`src/rtl/sop_sweep_tester_if.sv`:
```
// Bundle of the sweep request, golden mask, SoP feedback and sweep results.
// Optional macro SWEEP_FIRST_FAIL_EN adds first_fail_idx / first_fail_vld.
// Handshake: start is a single-cycle request. It is honoured only when
// state is IDLE or DONE. busy stays high from the accepted start edge until
// the last sample. done is a level that stays high until the next accepted
// start or reset.
interface sop_sweep_tester_if #(
  parameter int N_IN = 4
);
  logic                 start;
  logic [2**N_IN-1:0]   expected;
  logic                 s_in;
  logic [N_IN-1:0]      vec_out;
  logic                 busy;
  logic                 done;
  logic [2**N_IN-1:0]   table_out;
  logic [N_IN:0]        mismatch_cnt;
  logic                 pass;
  logic [1:0]           state;
`ifdef SWEEP_FIRST_FAIL_EN
  logic [N_IN-1:0]      first_fail_idx;
  logic                 first_fail_vld;
`endif

  modport master (
    output start, expected, s_in,
    input  vec_out, busy, done, table_out, mismatch_cnt, pass, state
`ifdef SWEEP_FIRST_FAIL_EN
    , first_fail_idx, first_fail_vld
`endif
  );

  modport slave (
    input  start, expected, s_in,
    output vec_out, busy, done, table_out, mismatch_cnt, pass, state
`ifdef SWEEP_FIRST_FAIL_EN
    , first_fail_idx, first_fail_vld
`endif
  );
endinterface

```
`src/rtl/sop_sweep_tester.sv`:
```
// Hardware truth-table sweeper for a 4-input sum-of-products block.
// It walks abcd = 0..2**N_IN-1 and holds each vector for SETTLE_CYCLES
// (legal range 1..255). It then samples s_in, builds table_out and counts
// mismatches against the expected mask.
// Optional macro SWEEP_FIRST_FAIL_EN records the first failing vector index.
// The FSM state is exposed on bus.state (0 IDLE, 1 SETTLE, 2 SAMPLE, 3 DONE).
module sop_sweep_tester #(
  parameter int N_IN          = 4,
  parameter int SETTLE_CYCLES = 1
) (
  input  logic              clk,
  input  logic              rst,
  sop_sweep_tester_if.slave bus
);
  localparam logic [1:0] IDLE   = 2'd0;
  localparam logic [1:0] SETTLE = 2'd1;
  localparam logic [1:0] SAMPLE = 2'd2;
  localparam logic [1:0] DONE   = 2'd3;

  localparam logic [N_IN-1:0] LAST_IDX   = '1;
  localparam logic [N_IN-1:0] IDX_ONE    = N_IN'(1);
  localparam logic [7:0]      SETTLE_RLD = 8'(SETTLE_CYCLES - 1);

  logic [1:0]      state;
  logic [N_IN-1:0] index;
  logic [7:0]      settle_cnt;
  logic            miss;
  logic [N_IN:0]   next_cnt;

  assign bus.state = state;

  // Compare the current sample against the golden bit and form the updated count.
  always_comb begin
    miss     = 1'b0;
    next_cnt = bus.mismatch_cnt;
    miss     = (bus.s_in != bus.expected[index]);
    next_cnt = bus.mismatch_cnt + (N_IN+1)'(miss);
  end

  // Sweep sequencer: start, settle each vector, sample it, then finish.
  always_ff @(posedge clk) begin
    if (rst) begin
      state            <= IDLE;
      index            <= '0;
      settle_cnt       <= '0;
      bus.vec_out      <= '0;
      bus.busy         <= 1'b0;
      bus.done         <= 1'b0;
      bus.table_out    <= '0;
      bus.mismatch_cnt <= '0;
      bus.pass         <= 1'b0;
`ifdef SWEEP_FIRST_FAIL_EN
      bus.first_fail_idx <= '0;
      bus.first_fail_vld <= 1'b0;
`endif
    end else begin
      case (state)
        IDLE, DONE: begin
          if (bus.start) begin
            index            <= '0;
            bus.vec_out      <= '0;
            bus.table_out    <= '0;
            bus.mismatch_cnt <= '0;
            bus.done         <= 1'b0;
            bus.pass         <= 1'b0;
            settle_cnt       <= SETTLE_RLD;
            bus.busy         <= 1'b1;
`ifdef SWEEP_FIRST_FAIL_EN
            bus.first_fail_idx <= '0;
            bus.first_fail_vld <= 1'b0;
`endif
            state            <= SETTLE;
          end
        end
        SETTLE: begin
          // vec_out is already stable; wait out the settle window.
          if (settle_cnt == 8'd0) begin
            state <= SAMPLE;
          end else begin
            settle_cnt <= settle_cnt - 8'd1;
          end
        end
        SAMPLE: begin
          bus.table_out[index] <= bus.s_in;
          bus.mismatch_cnt     <= next_cnt;
`ifdef SWEEP_FIRST_FAIL_EN
          if (miss && !bus.first_fail_vld) begin
            bus.first_fail_idx <= index;
            bus.first_fail_vld <= 1'b1;
          end
`endif
          if (index == LAST_IDX) begin
            // Terminal vector: the index never wraps past all-ones.
            bus.busy <= 1'b0;
            bus.done <= 1'b1;
            bus.pass <= (next_cnt == '0);
            state    <= DONE;
          end else begin
            index       <= index + IDX_ONE;
            bus.vec_out <= index + IDX_ONE;
            settle_cnt  <= SETTLE_RLD;
            state       <= SETTLE;
          end
        end
        default: state <= IDLE;
      endcase
    end
  end
endmodule

```
`src/flat_wrapper.sv`:
```
// flat-port wrapper written by rule: the top's interface ports become plain ports
module sop_sweep_tester_flat 
#(
  parameter int N_IN          = 4,
  parameter int SETTLE_CYCLES = 1
)
  (clk, rst, bus_start, bus_expected, bus_s_in, bus_vec_out, bus_busy, bus_done, bus_table_out, bus_mismatch_cnt, bus_pass, bus_state);
  sop_sweep_tester_if #(.N_IN(N_IN)) bus_i ();
  input  logic clk;
  input  logic rst;
  input wire logic [$bits(bus_i.start)-1:0] bus_start;
  input wire logic [$bits(bus_i.expected)-1:0] bus_expected;
  input wire logic [$bits(bus_i.s_in)-1:0] bus_s_in;
  output wire logic [$bits(bus_i.vec_out)-1:0] bus_vec_out;
  output wire logic [$bits(bus_i.busy)-1:0] bus_busy;
  output wire logic [$bits(bus_i.done)-1:0] bus_done;
  output wire logic [$bits(bus_i.table_out)-1:0] bus_table_out;
  output wire logic [$bits(bus_i.mismatch_cnt)-1:0] bus_mismatch_cnt;
  output wire logic [$bits(bus_i.pass)-1:0] bus_pass;
  output wire logic [$bits(bus_i.state)-1:0] bus_state;
  assign bus_i.start = bus_start;
  assign bus_i.expected = bus_expected;
  assign bus_i.s_in = bus_s_in;
  assign bus_vec_out = bus_i.vec_out;
  assign bus_busy = bus_i.busy;
  assign bus_done = bus_i.done;
  assign bus_table_out = bus_i.table_out;
  assign bus_mismatch_cnt = bus_i.mismatch_cnt;
  assign bus_pass = bus_i.pass;
  assign bus_state = bus_i.state;
  sop_sweep_tester #(.N_IN(N_IN), .SETTLE_CYCLES(SETTLE_CYCLES)) u_core (.clk(clk), .rst(rst), .bus(bus_i));
endmodule
```
`config.mk`:
```
export PLATFORM = sky130hd
export DESIGN_NAME = sop_sweep_tester_flat
export DESIGN_NICKNAME = d
export VERILOG_FILES = /design/src/rtl/sop_sweep_tester_if.sv /design/src/rtl/sop_sweep_tester.sv /design/src/flat_wrapper.sv
export SDC_FILE = /design/constraint.sdc
export NUM_CORES = 1
export LEC_CHECK = 0
export CAP_MARGIN = 20
export CORE_ASPECT_RATIO = 1.2
export CORE_MARGIN = 10
export CORE_UTILIZATION = 50
export DETAILED_ROUTE_END_ITERATION = 6
export PLACE_DENSITY = 0.8
export SYNTH_ARGS = -nofsm -noshare
export SYNTH_HDL_FRONTEND = slang
export SYNTH_SLANG_ARGS = --single-unit
```
`constraint.sdc`:
```
create_clock -name clk -period 4.05 [get_ports clk]
set_input_delay 1.215 -clock clk [delete_from_list [all_inputs] [get_ports clk]]
set_output_delay 1.215 -clock clk [all_outputs]
set_load 0.02 [all_outputs]
```
==> results of run 1 <==
[state kept, by name (all words and copies together), names as in the netlist]
register	cells
u_core.bus.vec_out	4
u_core.bus.busy	1
u_core.bus.mismatch_cnt	5
u_core.bus.pass	1
u_core.bus.state	2
u_core.settle_cnt	8
u_core.bus.done	1
u_core.bus.table_out	16
[cells in the final DEF, fill, tap and decap left out, types with 3 or more instances in the layout]
master / netlist / routed
nand3_1: 20 / 20
inv_1: 10 / 10
dfxtp_1: 38 / 38
a21oi_1: 19 / 19
or2_2: 4 / 4
nor4_1: 3 / 3
mux4_1: 3 / 3
clkdlybuf4s50_1: 0 / 49
nand2_1: 27 / 27
and2_1: 4 / 4
clkbuf_8: 0 / 6
nand4_1: 6 / 6
o21ai_0: 8 / 8
nor2_1: 21 / 21
mux2_2: 13 / 13
buf_4: 1 / 3
nand2b_1: 3 / 3
nor2b_1: 4 / 4
nor3_1: 7 / 7
ha_1: 11 / 11
or4_1: 4 / 4
[worst reg2reg max path: cells and delay by family, from the launching register on]
family | cells | cell delay (ns)
AND/OR/NAND/NOR | 2 | 0.69
flip-flops | 1 | 0.63
adder cells (fa/ha/maj) | 2 | 0.49
AO/OA/AOI/OAI | 1 | 0.14
multiplexers | 2 | 1.10
XOR/XNOR | 1 | 0.15
[routing by layer]
| layer | global-route usage | vias to the layer above | share of wire |
|---|---|---|---|
| met1 | 0.159 | 946 | 0.39 |
| met3 | 0.0522 | 8 | 0.072 |
| met5 | 0 | - | 0 |
| met4 | 0.0441 | 0 | 0.016 |
| met2 | 0.264 | 53 | 0.52 |
| li1 | - | 1016 | - |
[stage by stage]
step                hold slack [ns]  cells  total power, mW  setup TNS (ns)
CTS                           0.480    358             1.28               0
detailed placement            0.469    350            0.996         -0.0631
floorplan                     0.456    258            0.888               0
global placement              0.463    350            0.986               0
finish                        0.475    358             1.27               0
global route                  0.516    358             1.36               0
[synthesized netlist by cell type (all sizes together)]
master / n
a21oi: 19
nor2b: 4
mux2i: 2
o21a: 2
a21o: 2
dfxtp: 38
o31ai: 2
inv: 10
o22ai: 1
nor3b: 1
nor2: 21
o31a: 1
or3: 3
a21boi: 3
a221oi: 1
clkbuf: 8
o21ai: 10
nand2: 27
nand3: 20
o32ai: 1
xor2: 1
a31oi: 1
or4: 5
nand3b: 2
o41ai: 1
or3b: 1
and3: 1
or2: 4
nand4: 6
mux4: 5
nor4: 3
mux2: 13
ha: 11
a311oi: 1
and2: 4
a32oi: 2
buf: 8
and4: 1
o311ai: 1
nor3: 8
nand2b: 3
[area by class of cell]
type | instances | area (µm²)
fillers | 368 | 1460
multi-input cells | 194 | 1330
flip-flops and latches | 38 | 761
repair buffers | 52 | 513
clock buffers | 6 | 82.6
well taps | 56 | 70.1
inverters | 10 | 37.5
clock inverters | 2 | 12.5
[how the worst min path moves through the flow]
stage                                    end                     start  slack (ns)
floorplan               u_core.settle_cnt[7]      u_core.settle_cnt[7]        0.46
global placement    u_core.bus.table_out[12]  u_core.bus.table_out[12]        0.46
detailed placement  u_core.bus.table_out[15]  u_core.bus.table_out[15]        0.47
CTS                 u_core.bus.table_out[15]  u_core.bus.table_out[15]        0.48
global route        u_core.bus.table_out[13]  u_core.bus.table_out[13]        0.52
finish              u_core.bus.table_out[15]  u_core.bus.table_out[15]        0.48
[cells by family (layout without fill, tap and decap cells)]
family | count (synthesis) | after routing | share of synthesized area
simple gates | 114 | 114 | 0.268
compound gates | 48 | 48 | 0.136
flops | 38 | 38 | 0.346
buf+inv | 26 | 70 | 0.0523
mux | 20 | 20 | 0.132
fa+ha+maj | 11 | 11 | 0.0625
xor+xnor | 1 | 1 | 0.00398
[where the power goes]
part / internal (mW) / switching [mW]
sequential: 0.418 / 0.0417
clock: 0.137 / 0.140
combinational: 0.213 / 0.320
total: 0.767 / 0.501
==> reports/qor.csv, run 1 <==
stage,metric,value,unit
finish,antenna_cells,0,
timing,layout_setup_ws,0.257,ns
setup_path,slowest_delay,0.53,ns
route,route.detailed.drc,0,
status,status,finished clean,
run,cap_violations,0,
hold_path,min_path_type,reg2reg,
setup_path,cp-endpoint,u_core.bus.pass,
timing,post-route-min-period,3.79,ns
floorplan,row_count,26,
floorplan,core-area,0.00426,mm²
logic_synthesis,netlist_instances,258,
global_routing,grt_pass1_wl,9.04,mm
setup_path,path_cells,clkdlybuf4s50_1 -> mux4_1 -> mux4_2 -> xor2_1 -> ha_1 -> ha_1 -> or4_1 -> nor3_1 -> a21o_1,
route,wl,5.40,mm
logic_synthesis,ys_warn_count,0,
global_routing,antenna_found_initial,0,
setup_path,cp.depth,9,
timing,finalHoldViolCount,0,
placed_design,dpl-instance-area,0.00271,mm²
setup_path,cp_top_family,multiplexers,
setup_path,worst_ep_arrival_time,4.04,ns
clock_tree,htreeDepth,2,
placed_design,routabilityCongestion,0.803,
timing,slew_headroom,0.553,
setup_path,critPathSlowestCell,or4_1,
finish,final_util,0.657,
hold_path,holdPathStages,2,
power_and_ir_drop,irDropWorstVdd,0.250,mV
setup_path,rr_worst_depth,8,
setup_path,crit_top_cell,ha_1,
clock_tree,cts_tree,yes,
clock_tree,clockBufferDepth,2,
finish,post_route_cells_drive_above_1_share,0.116,
logic_synthesis,synth_top_area_cell,dfxtp_1,
setup_path,crit_start,bus_expected[6],
global_routing,overflow,0,
setup_path,cp.buffers_inverters,1,
timing,tightest_slew,0.668,ns
global_routing,grt_max_degree,22,
route,drt_iter0_markers,136,
logic_synthesis,netlist.area_leader.share,0.346,
logic_synthesis,synth_seq_cells,38,
clock_tree,holdBufCountCts,0,
global_routing,grt_pass1_vias,1944,
timing,fin_skew,0.00719,ns
logic_synthesis,syn_area,0.00220,mm²
logic_synthesis,yosys-top-cells-area,"dfxtp_1 (35%), mux2_2 (6.7%), ha_1 (6.3%)",
setup_path,cp_max_fo,2,
timing,fmax,264,MHz
setup_path,critPathLaunchType,input port,
timing,slew_violations,0,
logic_synthesis,avgSynthCellArea,8.53,µm²
route,via_per_inst,5.65,
clock_tree,cts_buffers,5,
logic_synthesis,ys_seq_area_frac,0.346,
route,wl_per_cell,15.1,µm
floorplan,die_area,0.00747,mm²
route,num_vias,2023,
floorplan,initial_core_util,0.516,
clock_tree,root_buffer,clkbuf_8,
setup_path,crit_required,4.30,ns
timing,period_share,0.936,
floorplan,io_pins,50,
power_and_ir_drop,power.density,453,mW/mm²
finish,synthToLayoutAreaGrowth,27.3,%
clock_tree,clock-sinks,38,
power_and_ir_drop,power.leakage,0.973,nW
floorplan,die_h,92.7,µm
clock_tree,cts_resized,0,
placed_design,port_buffers,49,
setup_path,cp-end-kind,flip-flop,
finish,final_net_count,332,
clock_tree,post_cts.repair.setup_buffers,0,
finish,final_area,0.00280,mm²
floorplan,die_x,80.6,µm
route,first_pass_iters,4,
timing,rsz0062_at_grt,no,
logic_synthesis,synth_cell_types,51,
timing,finalSetupViolCount,0,
setup_path,r2r_end,u_core.bus.pass,
clock_tree,clk_pin_slew,0.08,ns
setup_path,path_class,in2reg,
route,detail-route-antenna-nets,0,
placed_design,pre_cts_ws,-0.0631,ns
global_routing,track_usage,0.149,
clock_tree,clock_latency,0.30,ns
setup_path,r2r_start,u_core.bus.vec_out[0],
setup_path,r2r_slack,0.82,ns
placed_design,dp_hpwl,3.93,mm
logic_synthesis,synthesis.nets,289,
(Power assumes the default switching activity.)
==> run 2: changes to the inputs <==
--- a/config.mk
+++ b/config.mk
@@ -8,9 +8,10 @@
 export CAP_MARGIN = 20
 export CORE_ASPECT_RATIO = 1.2
 export CORE_MARGIN = 10
-export CORE_UTILIZATION = 50
+export CORE_UTILIZATION = 40
 export DETAILED_ROUTE_END_ITERATION = 6
-export PLACE_DENSITY = 0.8
+export PLACE_DENSITY = 0.66
+export SLEW_MARGIN = 20
 export SYNTH_ARGS = -nofsm -noshare
 export SYNTH_HDL_FRONTEND = slang
 export SYNTH_SLANG_ARGS = --single-unit
==> constraint.sdc (replaced) <==
create_clock -name clk -period 4.05 [get_ports clk]
set_input_delay 0.81 -clock clk [delete_from_list [all_inputs] [get_ports clk]]
set_output_delay 0.81 -clock clk [all_outputs]
set_load 0.02 [all_outputs]
==> run 2 against run 1 <==
Clock skew rose by 0.0040 ns. Combinational power barely moved. Die area rose by 19%. Hold slack got worse by 0.0010 ns. Total power rose by 0.18%. Final area fell by 0.27%. Sequential power barely moved. Setup slack improved by 0.41 ns. First-iteration DRC count fell by 24%. Register-to-register slack improved by 0.03 ns. Critical path type unchanged. Critical endpoint unchanged. Largest cell class unchanged. Highest routed layer unchanged.
==> reports/qor.csv, run 2 (synthesized netlist as in run 1, its figures left out) <==
stage,metric,value,unit,change
floorplan,row_count,29,,+12%
finish,top_register,u_core.bus.table_out,,
power_and_ir_drop,power.density,455,mW/mm²,+0.45%
placed_design,port_buffers,49,,unchanged
finish,final_net_count,330,,-0.60%
floorplan,die_area,0.00888,mm²,+19%
timing,tightest_slew,0.679,ns,+0.0114 ns
setup_path,slowest_delay,0.52,ns,about the same
global_routing,grt_pass1_wl,9.09,mm,+0.61%
global_routing,antenna_found_initial,0,,unchanged
setup_path,critPathLaunchType,input port,,
clock_tree,holdBufCountCts,0,,unchanged
floorplan,initial_core_util,0.415,,-0.101
placed_design,dpl-instance-area,0.00270,mm²,-0.28%
setup_path,path_class,in2reg,,
finish,reg_top3,"u_core.bus.table_out x16, u_core.settle_cnt x8, u_core.bus.mismatch_cnt x5",,
global_routing,overflow,0,,unchanged
timing,post-route-min-period,3.38,ns,-0.415 ns
hold_path,min_path_type,reg2reg,,
route,route.detailed.drc,0,,unchanged
placed_design,dp_hpwl,3.96,mm,+0.71%
timing,rsz0062_at_grt,no,,
clock_tree,cts_resized,0,,unchanged
finish,largest_register_ffs,16,,unchanged
finish,final_common_cell,clkdlybuf4s50_1,,
finish,final_area,0.00279,mm²,-0.27%
clock_tree,post_cts.repair.setup_buffers,0,,unchanged
finish,most-common-layout-cells,"clkdlybuf4s50_1 (49), dfxtp_1 (38), nand2_1 (27)",,
run,cap_violations,0,,unchanged
global_routing,grt_pass1_vias,1911,,-1.7%
timing,finalSetupViolCount,0,,unchanged
finish,antenna_cells,0,,unchanged
route,drt_iter0_markers,103,,-24%
clock_tree,clock-sinks,38,,unchanged
finish,final_util,0.527,,-0.130
floorplan,io_pins,50,,unchanged
route,wl,5.48,mm,+1.5%
route,detail-route-antenna-nets,0,,unchanged
timing,fin_skew,0.0112,ns,+0.00402 ns
timing,fmax,296,MHz,+12%
timing,finalHoldViolCount,0,,unchanged
clock_tree,cts_buffers,5,,unchanged
setup_path,crit_top_cell,ha_1,,
clock_tree,clk_pin_slew,0.08,ns,about the same
clock_tree,clock_latency,0.29,ns,about the same
clock_tree,clockBufferDepth,2,,unchanged
route,num_vias,1987,,-1.8%
global_routing,grt_max_degree,21,,-4.5%
floorplan,die_h,101,µm,+9.3%
route,first_pass_iters,4,,unchanged
route,via_per_inst,5.49,,-2.9%
clock_tree,htreeDepth,2,,unchanged
setup_path,crit_required,4.30,ns,about the same
setup_path,cp_max_fo,3,,+1
clock_tree,root_buffer,clkbuf_8,,
clock_tree,cts_tree,yes,,
timing,finalSetupTns,0,ns,unchanged
power_and_ir_drop,power.leakage,0.963,nW,-1.1%
power_and_ir_drop,irDropWorstVdd,0.191,mV,-24%
status,status,finished clean,,
timing,slew_headroom,0.546,,-0.00765
setup_path,cp-end-kind,flip-flop,,
setup_path,worst_ep_arrival_time,3.62,ns,-0.42 ns
floorplan,die_x,87.7,µm,+8.9%
finish,post_route_cells_drive_above_1_share,0.110,,-0.00589
setup_path,path_cells,clkdlybuf4s50_1 -> mux4_1 -> mux4_2 -> xor2_1 -> ha_1 -> ha_1 -> or4_1 -> nor3_1 -> a21o_1,,
placed_design,routabilityCongestion,0.802,,about the same
timing,period_share,0.834,,-0.102
floorplan,core-area,0.00530,mm²,+24%
global_routing,track_usage,0.125,,-0.0233
setup_path,critPathSlowestCell,or4_1,,
route,wl_per_cell,15.1,µm,+0.34%
timing,slew_violations,0,,unchanged
finish,synthToLayoutAreaGrowth,26.9,%,
-- run 2: cell types whose count changed in the layout (fill, tap and decap cells not counted), sizes merged --
cell  delta
buf      -2
-- run 2: layer usage --
layer	up-vias	track usage	routed length, µm
met1	938	0.140	2300
met3	4	0.0482	342
met2	34	0.214	2800
li1	1011	-	-
met4	0	0.0381	35
met5	-	0	0
-- run 2: power breakdown --
part	internal [mW]	total (mW)	switching [mW]
Clock	0.137	0.277	0.140
Sequential	0.418	0.461	0.0431
Combinational	0.212	0.533	0.321
Total	0.766	1.27	0.505
-- run 2: area by class of cell --
| class | count | area [µm²] |
|---|---|---|
| multi-input combinational | 194 | 1330 |
| clock inverter | 2 | 12.5 |
| clock buffer | 6 | 82.6 |
| tap | 62 | 77.6 |
| timing repair buffer | 50 | 498 |
| fill | 495 | 2500 |
| sequential | 38 | 761 |
| inverter | 10 | 37.5 |
-- run 2: final timing paths --
kind | depth (start not counted) | end | slack, ns | startpoint
max | 9 | u_core.bus.pass | 0.67 | bus_expected[3]
min | 2 | u_core.bus.table_out[15] | 0.47 | u_core.bus.table_out[15]
max reg2reg | 8 | u_core.bus.pass | 0.85 | u_core.bus.vec_out[0]
min reg2reg | 2 | u_core.bus.table_out[15] | 0.47 | u_core.bus.table_out[15]
-- run 2: per-stage QoR --
step / power, mW / instances / hold slack (ns) / setup slack, ns
4_1_cts: 1.29 / 362 / 0.474 / 0.668
6_report: 1.27 / 362 / 0.474 / 0.672
3_5_place_dp: 1.00 / 354 / 0.463 / 0.352
2_1_floorplan: 0.888 / 258 / 0.456 / 0.858
5_1_grt: 1.37 / 362 / 0.510 / 0.540
3_3_place_gp: 0.995 / 354 / 0.455 / 0.389
-- run 2: worst max-delay path, delay by kind of cell --
kind | cells | cell delay (ns)
XOR/XNOR | 1 | 0.15
buffers and inverters | 1 | 0.41
adder cells (fa/ha/maj) | 2 | 0.50
multiplexers | 2 | 0.97
AO/OA/AOI/OAI | 1 | 0.13
AND/OR/NAND/NOR | 2 | 0.65
